`src/rtl/lif_pkg.sv`:
```
// Shared types and helpers for the LIF neuron bank: FSM states, saturation limits
// and the effective-threshold rule (non-positive thresholds behave as 1).
package lif_pkg;

  typedef enum logic [1:0] {
    IDLE = 2'd0,
    RUN  = 2'd1,
    DONE = 2'd2
  } lif_state_t;

  function automatic int VMAX(input int vw);
    return (1 << (vw - 1)) - 1;
  endfunction

  function automatic int VMIN(input int vw);
    return -(1 << (vw - 1));
  endfunction

  function automatic int eff_threshold(input int thr);
    return (thr < 1) ? 1 : thr;
  endfunction

endpackage

```
`src/rtl/lif_neuron_update.sv`:
```
// Combinational single-neuron LIF step: leak, integrate, saturate, same-step fire check.
// Shared by the time-multiplexed bank; also usable replicated in a parallel bank.
module lif_neuron_update
  import lif_pkg::*;
#(
  parameter int VW = 8,
  parameter int RW = 5,
  parameter int DW = 3
) (
  input  logic signed [VW-1:0] v,
  input  logic        [RW-1:0] cnt,
  input  logic signed [VW-1:0] cur,
  input  logic signed [VW-1:0] threshold,
  input  logic        [DW-1:0] decay,
  input  logic        [RW-1:0] refractory_period,
  output logic signed [VW-1:0] v_next,
  output logic        [RW-1:0] cnt_next,
  output logic                 spike
);

  localparam int EW = VW + 2;
  localparam logic signed [EW-1:0] SAT_HI = EW'(VMAX(VW));
  localparam logic signed [EW-1:0] SAT_LO = EW'(VMIN(VW));

  logic signed [EW-1:0] v_ext;
  logic signed [EW-1:0] i_ext;
  logic signed [EW-1:0] leak;
  logic signed [EW-1:0] u;
  logic signed [VW-1:0] vs;
  logic signed [VW-1:0] thr_eff;
  logic                 refractory;

  always_comb begin
    v_ext      = {{2{v[VW-1]}}, v};
    i_ext      = {{2{cur[VW-1]}}, cur};
    refractory = (cnt != '0);

    // A shift of VW or more would leave only sign bits; treat it as full leak.
    if (decay == '0) begin
      leak = '0;
    end else if (int'(decay) >= VW) begin
      leak = v_ext;
    end else begin
      leak = v_ext >>> decay;
    end

    u = refractory ? (v_ext - leak) : (v_ext - leak + i_ext);

    if (u > SAT_HI) begin
      vs = SAT_HI[VW-1:0];
    end else if (u < SAT_LO) begin
      vs = SAT_LO[VW-1:0];
    end else begin
      vs = u[VW-1:0];
    end

    thr_eff = VW'(eff_threshold(int'(threshold)));
    spike   = !refractory && (vs >= thr_eff);
    v_next  = spike ? (vs - thr_eff) : vs;

    if (refractory) begin
      cnt_next = cnt - RW'(1);
    end else if (spike) begin
      cnt_next = refractory_period;
    end else begin
      cnt_next = '0;
    end
  end

endmodule

```
`src/rtl/lif_neuron_bank.sv`:
```
// Bank of N_NEURONS LIF neurons updated one per clock through a shared datapath.
// Optional per-neuron saturating spike counters under `LIF_BANK_SPIKE_COUNT_EN`.
module lif_neuron_bank
  import lif_pkg::*;
#(
  parameter int N_NEURONS = 8,
  parameter int VW        = 8,
  parameter int RW        = 5,
  parameter int DW        = 3
) (
  input  logic                        clk,
  input  logic                        reset,
  input  logic                        start,
  input  logic [N_NEURONS*VW-1:0]     input_currents,
  input  logic signed [VW-1:0]        threshold,
  input  logic [DW-1:0]               decay,
  input  logic [RW-1:0]               refractory_period,
`ifdef LIF_BANK_SPIKE_COUNT_EN
  input  logic                        clear_counts,
  output logic [N_NEURONS*8-1:0]      spike_counts,
`endif
  output logic                        busy,
  output logic                        done,
  output logic [N_NEURONS-1:0]        spikes,
  output logic [N_NEURONS*VW-1:0]     membrane_potential_out
);

  localparam int IW = (N_NEURONS > 1) ? $clog2(N_NEURONS) : 1;
  localparam logic [IW-1:0] LAST = IW'(N_NEURONS - 1);

  lif_state_t state;
  lif_state_t state_next;
  logic       accept;
  logic       step;
  logic       finish;

  logic [IW-1:0]            idx;
  logic [N_NEURONS*VW-1:0]  cur_sh;
  logic signed [VW-1:0]     thr_sh;
  logic [DW-1:0]            decay_sh;
  logic [RW-1:0]            period_sh;

  logic signed [VW-1:0]     v_mem   [N_NEURONS];
  logic [RW-1:0]            cnt_mem [N_NEURONS];
  logic [N_NEURONS-1:0]     pending;

  logic signed [VW-1:0]     v_sel;
  logic signed [VW-1:0]     i_sel;
  logic [RW-1:0]            cnt_sel;
  logic signed [VW-1:0]     v_upd;
  logic [RW-1:0]            cnt_upd;
  logic                     spike_upd;

  always_ff @(posedge clk) begin
    if (reset) begin
      state <= IDLE;
    end else begin
      state <= state_next;
    end
  end

  always_comb begin
    state_next = state;
    accept     = 1'b0;
    step       = 1'b0;
    finish     = 1'b0;
    case (state)
      IDLE: begin
        if (start) begin
          accept     = 1'b1;
          state_next = RUN;
        end
      end
      RUN: begin
        step = 1'b1;
        if (idx == LAST) begin
          state_next = DONE;
        end
      end
      DONE: begin
        finish     = 1'b1;
        state_next = IDLE;
      end
      default: state_next = IDLE;
    endcase
  end

  assign v_sel   = v_mem[idx];
  assign cnt_sel = cnt_mem[idx];
  assign i_sel   = cur_sh[idx*VW +: VW];

  lif_neuron_update #(
    .VW (VW),
    .RW (RW),
    .DW (DW)
  ) u_update (
    .v                 (v_sel),
    .cnt               (cnt_sel),
    .cur               (i_sel),
    .threshold         (thr_sh),
    .decay             (decay_sh),
    .refractory_period (period_sh),
    .v_next            (v_upd),
    .cnt_next          (cnt_upd),
    .spike             (spike_upd)
  );

  // Parameters are shadowed at acceptance so the timestep sees one consistent set.
  always_ff @(posedge clk) begin
    if (reset) begin
      busy      <= 1'b0;
      done      <= 1'b0;
      spikes    <= '0;
      pending   <= '0;
      idx       <= '0;
      cur_sh    <= '0;
      thr_sh    <= '0;
      decay_sh  <= '0;
      period_sh <= '0;
      for (int n = 0; n < N_NEURONS; n++) begin
        v_mem[n]   <= '0;
        cnt_mem[n] <= '0;
      end
    end else begin
      done <= 1'b0;
      if (accept) begin
        cur_sh    <= input_currents;
        thr_sh    <= threshold;
        decay_sh  <= decay;
        period_sh <= refractory_period;
        idx       <= '0;
        busy      <= 1'b1;
      end
      if (step) begin
        v_mem[idx]   <= v_upd;
        cnt_mem[idx] <= cnt_upd;
        pending[idx] <= spike_upd;
        if (idx != LAST) begin
          idx <= idx + IW'(1);
        end
      end
      if (finish) begin
        spikes <= pending;
        done   <= 1'b1;
        busy   <= 1'b0;
      end
    end
  end

`ifdef LIF_BANK_SPIKE_COUNT_EN
  logic [7:0] count_mem [N_NEURONS];

  always_ff @(posedge clk) begin
    if (reset || (accept && clear_counts)) begin
      for (int n = 0; n < N_NEURONS; n++) begin
        count_mem[n] <= '0;
      end
    end else if (step && spike_upd && (count_mem[idx] != 8'hFF)) begin
      count_mem[idx] <= count_mem[idx] + 8'd1;
    end
  end
`endif

  for (genvar g = 0; g < N_NEURONS; g++) begin : g_out
    assign membrane_potential_out[g*VW +: VW] = v_mem[g];
`ifdef LIF_BANK_SPIKE_COUNT_EN
    assign spike_counts[g*8 +: 8] = count_mem[g];
`endif
  end

endmodule

```
`config.mk`:
```
export PLATFORM = sky130hd
export DESIGN_NAME = lif_neuron_bank
export DESIGN_NICKNAME = d
export VERILOG_FILES = /design/src/rtl/lif_pkg.sv /design/src/rtl/lif_neuron_update.sv /design/src/rtl/lif_neuron_bank.sv
export SDC_FILE = /design/constraint.sdc
export NUM_CORES = 1
export LEC_CHECK = 0
export ABC_AREA = 1
export ABC_CLOCK_PERIOD_IN_PS = 11110
export CAP_MARGIN = 20
export CORE_MARGIN = 2
export CORE_UTILIZATION = 25
export DETAILED_ROUTE_END_ITERATION = 6
export PLACE_DENSITY = 0.4
export RECOVER_POWER = 50
export SYNTH_ARGS = -nofsm -noshare
export SYNTH_HDL_FRONTEND = slang
export SYNTH_SLANG_ARGS = --single-unit
```
`constraint.sdc`:
```
create_clock -name clk -period 11.11 [get_ports clk]
set_clock_uncertainty 0.05 [all_clocks]
set_input_delay 1.111 -clock clk [delete_from_list [all_inputs] [get_ports clk]]
set_output_delay 1.111 -clock clk [all_outputs]
set_load 0.05 [all_outputs]
```
==> results.toml <==
[outcome]
outcome = "finished, violations left"
failed_checks = "capacitance limit, slew limit"

[hold_path]
hp-class = "reg -> reg"
hold_end = "cur_sh[35]"
whs_path_depth = 2
hold_start = "cur_sh[35]"

[logic_synthesis]
yosys.area_share.simple = 0.241
synth_xor_area_frac = 0.0127
synth_nets = 1380
synth.avg_cell_area_um2 = 8.17
ys_types = 48
synthAdderAreaFrac = 0.0422
synth_compound_area_frac = 0.138
ys_warn_count = 0
synthArstFlopShare = 0
synth_seq_area_share = 0.502
ys.flop_type = "edfxtp_1"
synth_top_family_by_area = "simple AND/OR/NAND/NOR gates"
synthCells = 1264
syn_area_mm2 = 0.0103
synth_edf_count = 104
ys_ff_latch = 207
synth.area.mux_share = 0

[sta]
fmax_mhz = 118
tightest_slew_ns = 3.47
rsz0062_at_grt = "false"
relSlewSlack = -1.31
finalSetupViolCount = 0
slew_violations = 188
timing.setup.tns_ns = 0
setup_slack_ns = 2.65
period_share = 0.761
fin_crit_ns = 8.46
hold_viol_final = 0

[die]
dieArea_mm2 = 0.0429
die_w_um = 207
fp.dieH_um = 207
num_rows = 74
ios = 157
core_area_mm2 = 0.0408
start_util = 0.253

[job]
maxCapViolCount = 2

[detailed_routing]
routed_wl_um = 38800
postRouteAntennaNets = 0
drt-initial-drc-count = 572
vias = 9097
via_per_inst = 4.67
dr.pass1.iters = 5
drc = 0
wl_per_cell_um = 19.9

[setup_path]
crit_required_ns = 11.32
rrSetupSlack_ns = 2.65
reg2reg_from = "idx[1]"
critPathMostFrequentCell = "nand2_1"
path_buf_inv = 8
critPathTopFamily = "simple AND/OR/NAND/NOR gates"
slowest_stage = "dfxtp_1"
end_kind = "flop"
critical_path.max_fanout = 21
cp-start-kind = "flop"
crit_type = "reg -> reg"
cp_slowest_stage_delay_ns = 0.87
reg2reg_to = "v_mem[3][7]"
arrival_ns = 8.67
ff2ff_path_depth = 39

[final_layout]
layout-drive-gt1-share = 0.0649
layout_commonest_cell = "nand2_1"
area_delta_synth_final_pct = 27.8
final_util = 0.323
fillers = 4297
antennaDiodeCount = 0
layout_common_cells = "nand2_1 (267), nor2_1 (234), o21ai_0 (107)"
fin_nets = 1515

[cts]
cts_sinks = 207
cts_max_level = 1
ctsHoldBuffers = 0
clockRootBuffer = "clkbuf_16"
cts_buffer_depth = 3
post_cts_buffers = 0
clock_latency_ns = 0.55
numCtsBuffers = 25
clk_pin_slew_worst_paths_ns = 0.06
cts-resized-gates = 0
cts_tree = "yes"

[grt]
grt_pass1_vias = 9351
grt_max_degree = 97
grt_pass1_wl_um = 58500
grt.overflow.total = 0
antenna_found_initial = 1
grt_use_total = 0.178

[pwr]
powerDensity_mw_per_mm2 = 208
peakVddDrop_v = 0.000115
p_leak_nw = 5.47
p_total_mw = 2.74

[placed_design]
hpwlAfterDp_um = 27300
place.gp.congestion = 0.875
port_buffers = 156
pre_cts_ws_ns = 2.72
[cells by family (layout without fill, tap and decap cells)]
group	after synthesis	after routing
xor+xnor	15	15
fa+ha+maj	33	33
flops	207	207
buf+inv	162	316
simple gates	603	603
compound gates	244	244
[worst max path at each step]
| stage | start | depth (start not counted) | slack, ns | to |
|---|---|---|---|---|
| after CTS | idx[1] | 40 | 2.69 | v_mem[5][7] |
| final | idx[1] | 39 | 2.65 | v_mem[3][7] |
| after floorplan | idx[1] | 39 | 4.70 | v_mem[0][2] |
| after detailed placement | idx[1] | 40 | 2.72 | v_mem[5][7] |
| after global routing | idx[1] | 39 | 1.92 | v_mem[3][5] |
| after global placement | idx[1] | 40 | 2.83 | v_mem[2][7] |
[cell usage after synthesis, types with 7 or more instances]
master    number  area (um^2)
nand2_1      267         1000
nor2_1       234          878
o21ai_0      107          536
edfxtp_1     104         3120
dfxtp_1      103         2060
inv_1         95          357
a21oi_1       67          335
nand3_1       47          235
clkbuf_1      36          135
ha_1          30          375
buf_2         16         80.1
o22ai_1       16          100
nand4_1       15         93.8
a22o_1        14          123
a22oi_1       13         97.6
nand2_2       12         75.1
a221oi_1      10         87.6
nor2_2         9         56.3
xor2_1         8         70.1
nor3_1         7         35.0
xnor2_1        7         61.3
[worst reg2reg max path, delay by kind of cell (launching register included)]
family          cells  cell delay (ns)
fa+ha+maj           4             1.19
simple gates       19             2.45
compound gates      8             2.27
buf+inv             8             1.36
flops               1             0.87
[power breakdown]
part           switching [mW]  internal (mW)  total [mW]  leakage [nW]
clock network           0.330          0.481       0.811         0.408
registers              0.0287          0.849       0.878          1.93
logic                   0.722          0.331        1.05          3.14
[metal layers]
metal  global-route usage  vias to the layer above  wire [um]
li1                     -                     4495          -
met1                0.223                     4400      17100
met2                0.326                      160      19700
met3               0.0233                       40       1360
met4               0.0333                        2        632
met5                    0                        -         13
[sequential cells by signal, indices dropped and copies added (netlist names)]
name,cells
cur_sh,64
v_mem,64
cnt_mem,40
pending,8
spikes,8
thr_sh,8
period_sh,5
decay_sh,3
idx,3
state,2
busy,1
done,1
[stage by stage]
| stage | instances | cell area (um^2) | hold WS [ns] |
|---|---|---|---|
| detailed placement | 1904 | 12400 | 0.402 |
| floorplan | 1264 | 10300 | 0.370 |
| finish | 1950 | 13200 | 0.407 |
| global route | 1950 | 13200 | 0.416 |
| global placement | 1904 | 12400 | 0.393 |
| CTS | 1950 | 13200 | 0.410 |
[cell type report]
cell class	count	area [um^2]	area share
Sequential cell	207	5180	0.393
Multi-Input combinational cell	895	4500	0.341
Timing Repair Buffer	166	1630	0.124
Clock buffer	38	777	0.0589
Tap cell	532	666	0.0505
Inverter	104	393	0.0298
Clock inverter	8	45.0	0.00341
No activity file was read; power rests on OpenSTA's default activity.
